[config.mk]
export PLATFORM = sky130hd
export DESIGN_NAME = pipeline_hazard_controller
export DESIGN_NICKNAME = d
export VERILOG_FILES = /design/src/rtl/pipeline_hazard_controller.sv
export SDC_FILE = /design/constraint.sdc
export NUM_CORES = 1
export LEC_CHECK = 0
export CORE_ASPECT_RATIO = 1.2
export CORE_MARGIN = 2
export CORE_UTILIZATION = 35
export CTS_BUF_LIST = sky130_fd_sc_hd__clkbuf_8 sky130_fd_sc_hd__clkbuf_16
export CTS_CLUSTER_DIAMETER = 30
export DETAILED_ROUTE_END_ITERATION = 8
export SYNTH_ARGS = -nofsm -noshare
export SYNTH_HDL_FRONTEND = slang
export SYNTH_SLANG_ARGS = --single-unit
[constraint.sdc]
create_clock -name clk -period 3.7 [get_ports clk]
set_input_delay 0.37 -clock clk [delete_from_list [all_inputs] [get_ports clk]]
set_output_delay 0.37 -clock clk [all_outputs]
set_load 0.1 [all_outputs]
[src/rtl/pipeline_hazard_controller.sv]
// rtl/pipeline_hazard_controller.sv - stall/flush sequencer with register scoreboard
// Freezes on data-memory waits, squashes on taken branches, stalls decode on RAW hazards.
module pipeline_hazard_controller #(
  parameter int MEM_TIMEOUT = 64,
  parameter int CNT_W       = 16
) (
  input  logic             clk,
  input  logic             reset_n,
  input  logic             de_valid,
  input  logic [2:0]       de_type,
  input  logic [4:0]       de_src1,
  input  logic [4:0]       de_src2,
  input  logic [4:0]       de_rd,
  input  logic             wb_valid,
  input  logic [4:0]       wb_rd,
  input  logic             branch_taken,
  input  logic             mem_req,
  input  logic             mem_ready,
  output logic             pc_en,
  output logic             fd_en,
  output logic             fd_flush,
  output logic             de_bubble,
  output logic             pipe_en,
  output logic             stall_processor,
  output logic [31:0]      busy_map,
  output logic [CNT_W-1:0] stall_count,
  output logic             mem_err
);

  localparam logic [2:0] TYPE_R = 3'd0;
  localparam logic [2:0] TYPE_I = 3'd1;
  localparam logic [2:0] TYPE_S = 3'd2;
  localparam logic [2:0] TYPE_B = 3'd3;
  localparam logic [2:0] TYPE_U = 3'd4;
  localparam logic [2:0] TYPE_J = 3'd5;

  localparam int                WAIT_W       = $clog2(MEM_TIMEOUT + 1);
  localparam logic [WAIT_W-1:0] TIMEOUT_LAST = WAIT_W'(MEM_TIMEOUT - 1);
  localparam logic [WAIT_W-1:0] TIMEOUT_MAX  = WAIT_W'(MEM_TIMEOUT);

  typedef enum logic {RUN, MEM_WAIT} state_t;

  state_t            state;
  state_t            state_next;
  logic [WAIT_W-1:0] wait_cnt;
  logic [31:0]       busy_next;
  logic              uses1;
  logic              uses2;
  logic              writer;
  logic              hazard;
  logic              freeze;
  logic              issue;

  always_comb begin
    uses1  = 1'b0;
    uses2  = 1'b0;
    writer = 1'b0;
    case (de_type)
      TYPE_R:         begin uses1 = 1'b1; uses2 = 1'b1; writer = 1'b1; end
      TYPE_I:         begin uses1 = 1'b1; writer = 1'b1; end
      TYPE_S, TYPE_B: begin uses1 = 1'b1; uses2 = 1'b1; end
      TYPE_U, TYPE_J: writer = 1'b1;
      default:        ;
    endcase
  end

  // Registered map only: a same-cycle writeback does not release the stall.
  assign hazard = de_valid &
                  ((uses1 & (de_src1 != 5'd0) & busy_map[de_src1]) |
                   (uses2 & (de_src2 != 5'd0) & busy_map[de_src2]));

  always_comb begin
    state_next      = state;
    freeze          = 1'b0;
    pc_en           = 1'b0;
    fd_en           = 1'b0;
    fd_flush        = 1'b1;
    de_bubble       = 1'b1;
    pipe_en         = 1'b0;
    stall_processor = 1'b0;
    if (reset_n) begin
      if (state == MEM_WAIT) freeze = ~mem_ready;
      else                   freeze = mem_req & ~mem_ready;
      state_next = freeze ? MEM_WAIT : RUN;
      if (freeze) begin
        fd_flush        = 1'b0;
        de_bubble       = 1'b0;
        stall_processor = 1'b1;
      end else if (branch_taken) begin
        pc_en   = 1'b1;
        fd_en   = 1'b1;
        pipe_en = 1'b1;
      end else if (hazard) begin
        fd_flush        = 1'b0;
        pipe_en         = 1'b1;
        stall_processor = 1'b1;
      end else begin
        pc_en     = 1'b1;
        fd_en     = 1'b1;
        fd_flush  = 1'b0;
        de_bubble = 1'b0;
        pipe_en   = 1'b1;
      end
    end
  end

  assign issue = de_valid & writer & (de_rd != 5'd0) & pipe_en & ~de_bubble;

  always_comb begin
    busy_next = busy_map;
    if (wb_valid & pipe_en) busy_next[wb_rd] = 1'b0;
    if (issue)              busy_next[de_rd] = 1'b1;
    busy_next[0] = 1'b0;
  end

  always_ff @(posedge clk or negedge reset_n) begin
    if (!reset_n) begin
      state       <= RUN;
      busy_map    <= '0;
      stall_count <= '0;
      mem_err     <= 1'b0;
      wait_cnt    <= '0;
    end else begin
      state    <= state_next;
      busy_map <= busy_next;
      if (stall_processor && (stall_count != '1))
        stall_count <= stall_count + CNT_W'(1);
      // Held at zero in RUN so it starts clean on every MEM_WAIT entry.
      if (state == RUN)
        wait_cnt <= '0;
      else if (wait_cnt != TIMEOUT_MAX)
        wait_cnt <= wait_cnt + WAIT_W'(1);
      if ((state == MEM_WAIT) && (wait_cnt == TIMEOUT_LAST))
        mem_err <= 1'b1;
    end
  end

endmodule
# Word-level counts from Yosys, hierarchy flattened

Index checks and enable logic that the tools add are counted.

Word-level logic and storage cells: 84
Register bits: 56
Output and inout bits: 55

Bitwise logic cells: 17
Reductions and logical operators: 11
Equal/unequal tests: 9
Muxes and demuxes: 34
Add/sub/neg operators: 2
$lt $le $gt $ge: 6

Operator list:

| kind                                                                          | number |
|---|---|
| 32-bit two-way mux                                                            | 2 |
| 32-bit AND                                                                    | 1 |
| 32-bit NOT                                                                    | 1 |
| 32-bit OR                                                                     | 1 |
| 1-bit two-way mux                                                             | 26 |
| 5-bit by 6-bit less-than comparator with 1-bit output (second input constant) | 4 |
| 16-bit by 1-bit adder with 16-bit output (second input constant)              | 1 |
| 16-bit != test (second input constant)                                        | 1 |
| 5-bit nonzero test                                                            | 3 |
| 7-bit two-way mux                                                             | 2 |
| 1-bit AND                                                                     | 11 |
| 1-bit binary-select mux with 5-bit select                                     | 2 |
| 1-bit demux with 5-bit select                                                 | 2 |
| 5-bit by 1-bit >= comparator with 1-bit output (second input constant)        | 2 |
| 4-bit OR reduction                                                            | 2 |
| 7-bit by 1-bit adder with 7-bit output (second input constant)                | 1 |
| 7-bit by 6-bit equality test with 1-bit output (second input constant)        | 1 |
| 7-bit != test (second input constant)                                         | 1 |
| 3-bit by 2-bit equality test with 1-bit output (second input constant)        | 2 |
| 3-bit equality test (second input constant)                                   | 2 |
| 1-bit logical AND                                                             | 4 |
| 3-bit by 1-bit equality test with 1-bit output (second input constant)        | 1 |
| 3-bit logical NOT                                                             | 1 |
| 3-bit OR reduction                                                            | 1 |
| 3 further kinds                                                               | 4 |

# Logic depth before layout (Yosys ltp)

Depth after elaboration: 14
Depth in mapped cells: 9
Mapped depth without buffers: 7

# Worst setup path after synthesis

No wires, ideal clock.

Path kind: reg-to-output
From: register busy_map[26]
To: output port pc_en
Slack: -832 ps
Arrival: 4162 ps
Cell stages (with the launch flop): 8
Path through: dfrtp_1 -> mux4_1 -> mux4_2 -> and2_4 -> o211ai_2 -> a21oi_1 -> nor2b_1 -> buf_4

Word-level cells in the longest chain between the ends: 9

Ends and longest elaborated chain:

| item                                                         | RTL line | text |
|---|---|---|
| start: declaration                                           | 25       | `output logic [31:0] busy_map,` |
| start signal: assignment                                     | 125      | `busy_map <= busy_next;` |
| 1-bit binary-select mux with 5-bit select (on tied branches) | 69, 70   |  |
| 1-bit two-way mux (on tied branches)                         | 69, 70   |  |
| 1-bit AND (on tied branches)                                 | 69, 70   |  |
| 1-bit OR (*)                                                 | 69       | `((uses1 & (de_src1 != 5'd0) & busy_map[de_src1]) \|` |
| 1-bit AND (*)                                                | 68       | `assign hazard = de_valid &` |
| 1-bit two-way mux (*) (4 in a row)                           | -        |  |
| end: declaration                                             | 19       | `output logic pc_en,` |

Every way passes the cells marked *; elsewhere a longest branch is shown, timed or not. The select of a mux whose other input is x is not followed.

# Worst setup path after layout

From: input port de_src1[1]
To: output port pc_en

Word-level cells in the longest chain between the ends: 9

Ends and longest elaborated chain:

| item                                                                            | RTL line | text |
|---|---|---|
| start: declaration                                                              | 11       | `input logic [4:0] de_src1,` |
| 1-bit binary-select mux with 5-bit select or 5-bit nonzero test (tied branches) | 69       |  |
| 1-bit two-way mux (not written as such) or 1-bit AND (tied branches)            | 69       |  |
| 1-bit AND (*)                                                                   | 69       |  |
| 1-bit OR (*)                                                                    | 69       |  |
| 1-bit AND (*)                                                                   | 68       |  |
| 1-bit two-way mux (*)                                                           | 93       | `end else if (hazard) begin` |
| 1-bit two-way mux (*)                                                           | 89       | `end else if (branch_taken) begin` |
| 1-bit two-way mux (*)                                                           | 85       | `if (freeze) begin` |
| 1-bit two-way mux (*)                                                           | 81       | `if (reset_n) begin` |

Marked as above.

==> results.txt <==
The post-cts sizing count came out at 0. Setup repair after global routing left no endpoint under its margin. Entering global routing, the biggest net connects 58 pins. The filler cells instantiated in the layout total roughly 820. The power density relative to cell area is around 440 mW/mm^2. At the pin with the least slew margin, the transition time is between 0.9 and 1 ns.

The number of register bits inferred by synthesis is 56. The count of buffers from port buffering is 83. The sequential power share is a little under two fifths. The number of global-route vias before repair is 2817. The switching share of power is 41.3%. The worst setup path is captured at a primary output.

The clock latency on the worst-skew pair came out at 0.31 ns. The share of synthesized cell area in and, or, nand and nor gates came out at 17.5%. The non-filler instance count after layout came out at slightly below 500. The kind of cell with the highest combined delay on the critical path is multiplexers. The count of final max-slew check failures came to 0. The worst-case IR drop observed on VDD is roughly 0.0002 V. The most instantiated flip-flop cell in the synthesis netlist is sky130_fd_sc_hd__dfrtp_1. In the final design database the tool counted 411 nets. Yosys instantiated no cell more often than sky130_fd_sc_hd__dfrtp_1. Of the cells placed in the final design, the portion with a size suffix greater than 1 is 11.9%.

Walking the worst path, the cells encountered are clkdlybuf4s50_1 > mux4_1 > mux4_2 > and2_4 > o211ai_2 > buf_4 > a21oi_1 > nor2b_4 > buf_12. The largest single stage delay on the critical path is 0.67 ns. Global routing finished with a remaining overflow of 0. The total area of multi-input combinational cells is ~0.0016 sq mm. The congestion estimate from routability-driven global placement came to 0.861. sky130_fd_sc_hd__dfrtp_1 takes more of the synthesized area than any other cell. The detail route stage leaves a number of antenna-violating nets equal to 0. In the synthesized netlist, the cells that appear most often are 56 x sky130_fd_sc_hd__dfrtp_1, 41 x sky130_fd_sc_hd__o21ai_0, 23 x sky130_fd_sc_hd__o21ai_1, 18 x sky130_fd_sc_hd__nand2_1, 18 x sky130_fd_sc_hd__xnor2_1. The number of antenna diodes is 0. The synthesized netlist devotes between 5 and 6% of its cell area to XOR and XNOR gates. The number of clock buffers added by TritonCTS is 5. The remaining max-slew budget at the tightest pin came out at between 30% and 40%.

The final clock skew is 0.00914 ns. The synthesized area divided by synthesized cell count came out at 10.5 sq um. The number of max-capacitance violations reported came out at 0. The sequential fraction of the synthesis area is around 45%.

The first-iteration detailed-routing DRC count came out at 101. The row count came out at 37. The die area came out at between 0.009 and 0.01 sq mm. After detailed routing, the number of vias per cell comes to about 5.6. The smallest hold slack came out at 0.263 ns. After clock tree synthesis, the clock-pin slew on the worst setup and hold paths is 0.10 ns. The setup TNS is 0 ns.

The starting utilization of the core area is 36.2%. TritonCTS built the clock tree. The number of sinks driven by the clock tree came out at 56.

The initial antenna violation count came out at 0. The fraction of registers with async set or reset after synthesis came out at 100%. In this run the power spent charging and discharging nets is between 0.0007 and 0.0008 W. The H-tree depth reported by CTS came out at 2. After synthesis, the cell types taking the most area are sky130_fd_sc_hd__dfrtp_1 45%, sky130_fd_sc_hd__mux4_2 7.9%, sky130_fd_sc_hd__o21ai_0 6.6%.

The data required time at the worst endpoint came out at 3.33 ns. The class of the worst hold path is in -> async. The maximum fanout encountered on the critical timing path is 6. The I/O pin count came out at 85.

From bottom edge to top edge, the die measures 108 um. The unique cell type count in the Yosys netlist is 48. The clock network fraction of design power came out at 24.0%.

The slowest stage of the critical path belongs to the cell sky130_fd_sc_hd__clkdlybuf4s50_1. The summed instance area of the synthesized netlist is roughly 0.0031 sq mm. The flow ran to the end, and the final reports show no timing, DRC or antenna violations.

The internal power of the cells came out at 0.00109 W. The proportion of synthesized area in mux cells is 13.3%. The number of buffers between clock root and the deepest sink came out at 2. The maximum clock frequency came out at 0.288 GHz.

The static leakage is 1.70 nW. After Yosys synthesis, full adders, half adders and majority gates account for ~1.2% of the synthesized area. The total wirelength of the detailed-routed design came out at 9130 um. The area share of the largest cell type after synthesis is 44.7%. In this run the critical register-to-register path is launched from busy_map[10]. The DRC violation count after routing came out at 0. The first global-routing pass estimated 14800 um of wire. The flip-flop and latch area came out at ~0.0014 sq mm. The total via count in the routed design is around 2800. The start-to-end type of the worst setup path is in -> out. The smallest clock period supported by the final layout is computed as between 3 and 4 ns. The root buffer cell chosen for the clock tree is sky130_fd_sc_hd__clkbuf_8. Data on the critical path arrives at its endpoint at between 3 and 4 ns. The core footprint came out at slightly below 0.009 sq mm. Of the available clock period, the critical path in the final layout requires 93.9%. By area, the combinational part of the netlist is dominated by simple AND/OR/NAND/NOR gates.

The floorplan step set the die width to between 90 and 100 um. Combinational cells account for 37.5% of the total power. The number of warning messages in the yosys log is 0. The number of setup violations in the final report is 0.

Together, buffers and inverters on the worst path number 3. The number of enable flip-flop cells after synthesis came out at 0. The iteration count of the initial detailed-routing pass is 5. The area growth from synthesis to final layout is 35.4%. The post-cts hold buffer count came out at 0. The synthesized netlist net count came out at 331. The total setup buffers inserted after CTS is 0. The worst setup path is launched from an input pin. The synthesized netlist devotes between 10% and 20% of its cell area to compound gates.

The global router's overall resource usage is 19.5%. Dividing the detail-routed wire length by the instance count gives 18.4 um. The post-DP HPWL came out at 6890 um. The synthesized netlist cell count came out at 298. The most critical setup path has its startpoint at de_src1[1].

The number of placed instances with taps included came out at between 400 and 500. The final hold violation count came to 0.
## worst paths after layout
kind	slack, ns	depth (start not counted)	to
max	0.22	9	pc_en
min	0.26	2	stall_count[14]
max reg2reg	0.83	7	busy_map[30]
min reg2reg	0.49	1	mem_err
max in group asynchronous	2.98	2	busy_map[2]
min in group clk	0.49	1	mem_err
## worst register-to-register path, stage by stage (launching register included)
cell	delay (ns)
sky130_fd_sc_hd__dfrtp_1	0.43
sky130_fd_sc_hd__mux4_1	0.52
sky130_fd_sc_hd__mux4_2	0.46
sky130_fd_sc_hd__and2_4	0.17
sky130_fd_sc_hd__o211ai_2	0.18
sky130_fd_sc_hd__nand2_2	0.11
sky130_fd_sc_hd__or4_1	0.71
sky130_fd_sc_hd__o21ai_1	0.22
## power groups by stage
stage               Combinational, W  Sequential, W  Clock [W]
global route                0.000729       0.000722   0.000473
CTS                         0.000701       0.000712   0.000455
floorplan                   0.000180        0.00103          0
finish                      0.000695       0.000713   0.000446
detailed placement          0.000699       0.000724          0
global placement            0.000693       0.000724          0
## layer usage
layer	up-vias	track usage, %	wire length (um)
li1	1269	-	-
met1	1365	24.0	3780
met2	125	34.7	4680
met3	12	3.64	541
met4	0	5.93	127
met5	-	0	0
## state kept, by name, summed over array words and instances, names as in the netlist
signal,cells
busy_map,31
mem_err,1
stall_count,16
state,1
wait_cnt,7
## per-stage QoR
stage          power (W)  utilization [%]  area (sq um)  setup slack [ns]
3_5_place_dp     0.00142             47.5          4110             0.119
4_1_cts          0.00187             49.0          4240             0.199
6_report         0.00185             49.0          4240             0.224
2_1_floorplan    0.00121                -          3150            0.0605
5_1_grt          0.00192             49.0          4240             0.113
3_3_place_gp     0.00142             47.5          4110             0.186
## cells by family after synthesis
kind of cell | count (synthesis)
adder cells (fa/ha/maj) | 3
AND/OR/NAND/NOR | 95
flip-flops | 56
buffers and inverters | 22
XOR/XNOR | 20
AO/OA/AOI/OAI | 80
other | 1
multiplexers | 21
## layout make-up
type	count	share of cell area [%]
sequential	56	33.1
clock buffer	7	2.27
clock inverter	1	0.708
timing repair buffer	88	21.2
tap	117	3.45
inverter	7	0.620
multi-input combinational	220	38.7
## cells in the final DEF (no fill, tap or decap), types with 2 or more instances in the layout
| cell type | n |
|---|---|
| sky130_fd_sc_hd__clkbuf_8 | 7 |
| sky130_fd_sc_hd__mux2_2 | 3 |
| sky130_fd_sc_hd__xnor2_1 | 18 |
| sky130_fd_sc_hd__mux4_1 | 4 |
| sky130_fd_sc_hd__nand4b_1 | 2 |
| sky130_fd_sc_hd__ha_1 | 3 |
| sky130_fd_sc_hd__buf_4 | 7 |
| sky130_fd_sc_hd__dfrtp_1 | 56 |
| sky130_fd_sc_hd__nand4_1 | 10 |
| sky130_fd_sc_hd__nor2_1 | 11 |
| sky130_fd_sc_hd__nor2b_1 | 2 |
| sky130_fd_sc_hd__xor2_1 | 2 |
| sky130_fd_sc_hd__nand3b_1 | 8 |
| sky130_fd_sc_hd__o21ai_0 | 41 |
| sky130_fd_sc_hd__a311oi_1 | 2 |
| sky130_fd_sc_hd__o21ai_1 | 23 |
| sky130_fd_sc_hd__mux4_2 | 11 |
| sky130_fd_sc_hd__buf_12 | 4 |
| sky130_fd_sc_hd__a21oi_1 | 2 |
| sky130_fd_sc_hd__nor4_1 | 2 |
| sky130_fd_sc_hd__inv_1 | 7 |
| sky130_fd_sc_hd__or3b_2 | 2 |
| sky130_fd_sc_hd__or4_1 | 4 |
| sky130_fd_sc_hd__or3_1 | 5 |
| sky130_fd_sc_hd__and3_1 | 6 |
| sky130_fd_sc_hd__mux2i_1 | 3 |
| sky130_fd_sc_hd__a31oi_1 | 2 |
| sky130_fd_sc_hd__nand3_1 | 10 |
| sky130_fd_sc_hd__and2_1 | 7 |
| sky130_fd_sc_hd__nand2_1 | 18 |
| sky130_fd_sc_hd__clkdlybuf4s50_1 | 76 |
Power figures use the tool's default switching activity.
